File: src/rtl/rfi_detect_ctrl.sv
// RFI detector controller: sequences statistics flush and warm-up, then flags
// samples whose squared deviation exceeds thresh * variance. Define RFI_CTRL_COUNT_EN to enable the event counter.
module rfi_detect_ctrl #(
  parameter int DIN_WIDTH    = 25,
  parameter int DIN_POINT    = 24,
  parameter int WINDOW_LEN   = 16,
  parameter int THRESH_WIDTH = 8,
  parameter int THRESH_POINT = 4,
  parameter int HOLD_WIDTH   = 8
) (
  input  logic                          clk,
  input  logic                          rst,
  input  logic                          enable,
  input  logic signed [DIN_WIDTH-1:0]   din,
  input  logic signed [DIN_WIDTH-1:0]   moving_avg,
  input  logic signed [2*DIN_WIDTH-1:0] moving_var,
  input  logic                          stats_valid,
  input  logic [THRESH_WIDTH-1:0]       thresh,
  input  logic [HOLD_WIDTH-1:0]         hold_len,
  output logic                          stat_rst,
  output logic                          rfi_flag,
  output logic                          flag_valid,
  output logic [1:0]                    state,
  output logic [31:0]                   rfi_count
);

  // state    | meaning
  // S_IDLE   | stopped, outputs low, waiting for enable
  // S_FLUSH  | stat_rst held high for 4 cycles
  // S_WARMUP | statistics settling, WINDOW_LEN stats_valid pulses
  // S_DETECT | per-sample exceed test and hold extension

  localparam int DEV_W  = DIN_WIDTH + 1;
  localparam int SQ_W   = 2 * DEV_W;
  localparam int VAR_W  = 2 * DIN_WIDTH - 1;
  localparam int CMP_W  = SQ_W + THRESH_POINT + THRESH_WIDTH + 1;
  localparam int WCNT_W = $clog2(WINDOW_LEN) + 1;

  typedef enum logic [1:0] {
    S_IDLE   = 2'd0,
    S_FLUSH  = 2'd1,
    S_WARMUP = 2'd2,
    S_DETECT = 2'd3
  } state_t;

  state_t                    r_state;
  state_t                    w_next;
  logic [1:0]                r_flush_cnt;
  logic [WCNT_W-1:0]         r_warm_cnt;
  logic [THRESH_WIDTH-1:0]   r_thresh;
  logic [HOLD_WIDTH-1:0]     r_hold_len;
  logic [HOLD_WIDTH-1:0]     r_hold;

  logic signed [DEV_W-1:0]   w_dev;
  logic signed [SQ_W-1:0]    w_sq;
  logic [VAR_W-1:0]          w_var_pos;
  logic                      r_v1;
  logic [SQ_W-1:0]           r_sq;
  logic [VAR_W-1:0]          r_var;

  logic [CMP_W-1:0]          w_lhs;
  logic [CMP_W-1:0]          w_rhs;
  logic                      w_exceed;
  logic                      r_flag_valid;
  logic                      r_flag;

  always_ff @(posedge clk or posedge rst) begin
    if (rst) r_state <= S_IDLE;
    else     r_state <= w_next;
  end

  always_comb begin
    w_next = r_state;
    if (!enable) begin
      w_next = S_IDLE;
    end else begin
      case (r_state)
        S_IDLE:   w_next = S_FLUSH;
        S_FLUSH:  if (r_flush_cnt == 2'd0) w_next = S_WARMUP;
        S_WARMUP: if (stats_valid && r_warm_cnt == '0) w_next = S_DETECT;
        S_DETECT: w_next = S_DETECT;
        default:  w_next = S_IDLE;
      endcase
    end
  end

  always_comb begin
    stat_rst = 1'b0;
    if (r_state == S_FLUSH) stat_rst = 1'b1;
  end

  assign state = r_state;

  // Configuration is captured once per run so mid-run writes cannot glitch detection.
  always_ff @(posedge clk or posedge rst) begin
    if (rst) begin
      r_flush_cnt <= 2'd0;
      r_warm_cnt  <= '0;
      r_thresh    <= '0;
      r_hold_len  <= '0;
    end else begin
      if (r_state == S_IDLE && w_next == S_FLUSH) begin
        r_flush_cnt <= 2'd3;
        r_thresh    <= thresh;
        r_hold_len  <= hold_len;
      end else if (r_state == S_FLUSH && r_flush_cnt != 2'd0) begin
        r_flush_cnt <= r_flush_cnt - 2'd1;
      end
      if (r_state == S_FLUSH && w_next == S_WARMUP)
        r_warm_cnt <= WCNT_W'(WINDOW_LEN - 1);
      else if (r_state == S_WARMUP && stats_valid && r_warm_cnt != '0)
        r_warm_cnt <= r_warm_cnt - 1'b1;
    end
  end

  assign w_dev     = {din[DIN_WIDTH-1], din} - {moving_avg[DIN_WIDTH-1], moving_avg};
  assign w_sq      = w_dev * w_dev;
  assign w_var_pos = moving_var[2*DIN_WIDTH-1] ? '0 : moving_var[VAR_W-1:0];

  always_ff @(posedge clk or posedge rst) begin
    if (rst) begin
      r_v1  <= 1'b0;
      r_sq  <= '0;
      r_var <= '0;
    end else begin
      r_v1 <= enable && (r_state == S_DETECT) && stats_valid;
      if (stats_valid) begin
        r_sq  <= w_sq;
        r_var <= w_var_pos;
      end
    end
  end

  // Both sides carry 2*DIN_POINT+THRESH_POINT fractional bits, so no rescaling is needed.
  assign w_lhs    = CMP_W'(r_sq) << THRESH_POINT;
  assign w_rhs    = CMP_W'(r_thresh) * CMP_W'(r_var);
  assign w_exceed = w_lhs > w_rhs;

  always_ff @(posedge clk or posedge rst) begin
    if (rst) begin
      r_flag_valid <= 1'b0;
      r_flag       <= 1'b0;
      r_hold       <= '0;
    end else if (!enable) begin
      r_flag_valid <= 1'b0;
      r_flag       <= 1'b0;
      r_hold       <= '0;
    end else begin
      r_flag_valid <= r_v1;
      if (r_v1) begin
        if (w_exceed) begin
          r_flag <= 1'b1;
          r_hold <= r_hold_len;
        end else if (r_hold != '0) begin
          r_flag <= 1'b1;
          r_hold <= r_hold - 1'b1;
        end else begin
          r_flag <= 1'b0;
        end
      end else begin
        r_flag <= 1'b0;
      end
    end
  end

  assign flag_valid = r_flag_valid;
  assign rfi_flag   = r_flag;

`ifdef RFI_CTRL_COUNT_EN
  logic [31:0] r_rfi_count;

  always_ff @(posedge clk or posedge rst) begin
    if (rst)
      r_rfi_count <= '0;
    else if (r_v1 && enable && w_exceed && r_rfi_count != 32'hFFFF_FFFF)
      r_rfi_count <= r_rfi_count + 32'd1;
  end

  assign rfi_count = r_rfi_count;
`else
  assign rfi_count = 32'd0;
`endif

endmodule

File: config.mk
export PLATFORM = sky130hd
export DESIGN_NAME = rfi_detect_ctrl
export DESIGN_NICKNAME = d
export VERILOG_FILES = /design/src/rtl/rfi_detect_ctrl.sv
export SDC_FILE = /design/constraint.sdc
export NUM_CORES = 2
export LEC_CHECK = 0
export CAP_MARGIN = 15
export CORE_ASPECT_RATIO = 1.5
export CORE_UTILIZATION = 49
export DETAILED_ROUTE_END_ITERATION = 10
export HOLD_SLACK_MARGIN = 0.1
export MAX_ROUTING_LAYER = met4
export PLACE_DENSITY = 0.66
export RECOVER_POWER = 50
export SLEW_MARGIN = 0
export SYNTH_ARGS = -nofsm -noshare
export SYNTH_HDL_FRONTEND = slang
export SYNTH_SLANG_ARGS = --single-unit
File: constraint.sdc
create_clock -name clk -period 15 [get_ports clk]
set_clock_uncertainty 0.15 [all_clocks]
set_input_delay 3 -clock clk [delete_from_list [all_inputs] [get_ports clk]]
set_output_delay 3 -clock clk [all_outputs]
set_load 0.03 [all_outputs]
==> flow_summary.json <==
{
  "n_fill_cell": 7614,
  "cp-start-kind": "primary input",
  "drtIter0Drc": 1559,
  "setup_viol": 0,
  "hpwlAfterDp_mm": 85.8,
  "async_flop_share_pct": 100,
  "fp.dieH_um": 357,
  "nets": 5802,
  "violations": "max-capacitance violations, max-slew violations",
  "drive_gt1_share_pct": 3.91,
  "cts_buffer_depth": 2,
  "viasPerCell": 5.38,
  "hold_buffers": 0,
  "mostFrequentLayoutCells": "inv_1, fa_1, nand2_1, ha_1, nor2_1",
  "drt-total-wl_mm": 106,
  "synth_flop_cell": "dfrtp_1",
  "slew_violations": 200,
  "avgSynthCellArea_um2": 9.29,
  "yosys_warnings": 0,
  "status": "finished with violations",
  "tightest_slew_ns": 3.66,
  "fmax_mhz": 73.7,
  "clockRootBuffer": "clkbuf_16",
  "maxCapViolCount": 3,
  "synthTopCellsByArea": "fa_1, ha_1, inv_1, dfrtp_1, nand2_1",
  "synthCells": 4432,
  "crit_family": "adder cells",
  "ys_ff_latch": 136,
  "cts_setup_buffers": 0,
  "min_period_ns": 13.57,
  "clock-sinks": 136,
  "clkTransAtPathRegs_ns": 0.06,
  "cp_slowest_stage_delay_ns": 0.64,
  "final.period_utilization_pct": 90.5,
  "crit_top_cell": "fa_1",
  "netlist_area_mm2": 0.0412,
  "min_path_type": "flip-flop to flip-flop",
  "required_ns": 15.05,
  "post_cts_resized": 0,
  "numPortBuffers": 124,
  "synth_edf_count": 0,
  "synth-seq-area-share_pct": 8.27,
  "crit_arrival_ns": 13.62,
  "grt_pass1_wl_mm": 174,
  "vias": 29900,
  "gp_congestion": 0.966,
  "grt_max_degree": 80,
  "slew_headroom_pct": -145,
  "route.detailed.drc": 0,
  "synth_area_leader_cell": "fa_1",
  "hold_viol": 0,
  "cts_tree": "built",
  "numCtsBuffers": 17,
  "clk-insertion-delay-late_ns": 0.47,
  "rsz0062_at_grt": "false",
  "critPathBufInv": 9,
  "final_common_cell": "inv_1",
  "die_area_mm2": 0.0852,
  "rows": 129,
  "path_max_fanout": 18,
  "synthDistinctLibCells": 82,
  "grt_pass1_vias": 33300,
  "initial_core_util_pct": 49.7,
  "core_area_mm2": 0.0828,
  "ant_nets": 0,
  "synthToLayoutAreaGrowth_pct": 6.91,
  "crit_type": "primary input to flip-flop",
  "grt_overflow": 0,
  "setup_tns_ns": 0,
  "grt_use_total_pct": 27.1,
  "cts.htree.levels": 4,
  "crit_slowest_cell": "clkinv_1",
  "die_x_um": 239,
  "end_kind": "flip-flop",
  "first_pass_iters": 5,
  "antenna_found_initial": 1,
  "yosysTopAreaCellShare_pct": 45.7,
  "wl_per_cell_um": 19.0,
  "ioPinCount": 157
}
## layout make-up
cell class,instances,area (µm²),area share [%]
repair buffers,175,1600,3.64
diodes,1,2.50,0.00568
flip-flops and latches,136,3410,7.74
well taps,1113,1390,3.16
clock buffers,17,425,0.966
multi-input cells,3101,33200,75.4
clock inverters,14,195,0.443
inverters,1010,3790,8.62
## routing by layer
layer | share of wire, % | vias to the layer above | global-route usage (%)
met5 | 0 | - | -
met4 | 4.8 | 0 | 12.1
met3 | 4.6 | 276 | 2.49
met2 | 52 | 965 | 47.8
met1 | 39 | 15300 | 31.4
li1 | - | 13400 | -
## cell usage after synthesis, types with 5 or more instances
library cell  number
inv_1           1001
fa_1             939
nand2_1          536
ha_1             302
nor2_1           249
and2_1           162
clkbuf_1         148
a21oi_1          143
dfrtp_1          136
xnor2_1           88
o21ai_0           72
mux2_2            64
a21o_1            62
a22o_1            49
xor2_1            46
buf_4             32
nor3_1            26
and3_1            25
nand3_1           25
buf_1             24
nand4_1           22
nand2b_1          21
nor2b_1           21
o21a_1            20
o21bai_1          19
a211oi_1          14
o211ai_1          12
a31oi_1           11
buf_2             11
o31ai_1           10
or3_1              9
a221oi_1           7
clkinv_1           7
o31a_1             7
and4_1             6
nor3b_1            6
nor4_1             5
## metrics by stage
stage               setup slack, ns  utilization, %  cells  hold WS, ns  area, µm²
floorplan                      2.94               -   4463        0.309      41300
global placement               1.26            52.4   5535        0.318      43400
detailed placement             1.08            52.4   5535        0.329      43400
CTS                            1.56            53.2   5566        0.346      44000
global route                  0.860            53.2   5567        0.365      44000
finish                         1.43            53.2   5567        0.343      44000
## state kept, by name, indices dropped and copies added (netlist names)
register,count
flag_valid,1
r_flush_cnt,2
r_hold,8
r_hold_len,8
r_sq,51
r_thresh,8
r_v1,1
r_var,49
r_warm_cnt,5
rfi_flag,1
state,2
## logic make-up after synthesis
group                      count (synthesis)  share of synthesized area, %
DFF                                      136                          8.27
other                                      1                       0.00911
AOI/OAI and AO/OA                        492                          8.16
muxes                                     68                          1.85
buffers and inverters                   1226                          11.5
and+or+nand+nor                         1132                          12.4
xor gates and xnor gates                 136                          2.96
adders and majority gates               1241                          54.8
## path summary, 6_finish.rpt
check / startpoint / to / slack [ns] / cells past startpoint
min: r_flush_cnt[1] / r_flush_cnt[1] / 0.34 / 1
max reg2reg: r_thresh[2] / r_hold[0] / 5.61 / 29
min reg2reg: r_flush_cnt[1] / r_flush_cnt[1] / 0.34 / 1
max: din[0] / r_sq[51] / 1.43 / 37
max in group asynchronous: rst / r_sq[51] / 6.61 / 3
min in group asynchronous: rst / r_var[5] / 3.93 / 2
Power is not shown: default switching activity piles up to over one toggle a cycle in this logic, so the estimate is an artifact.
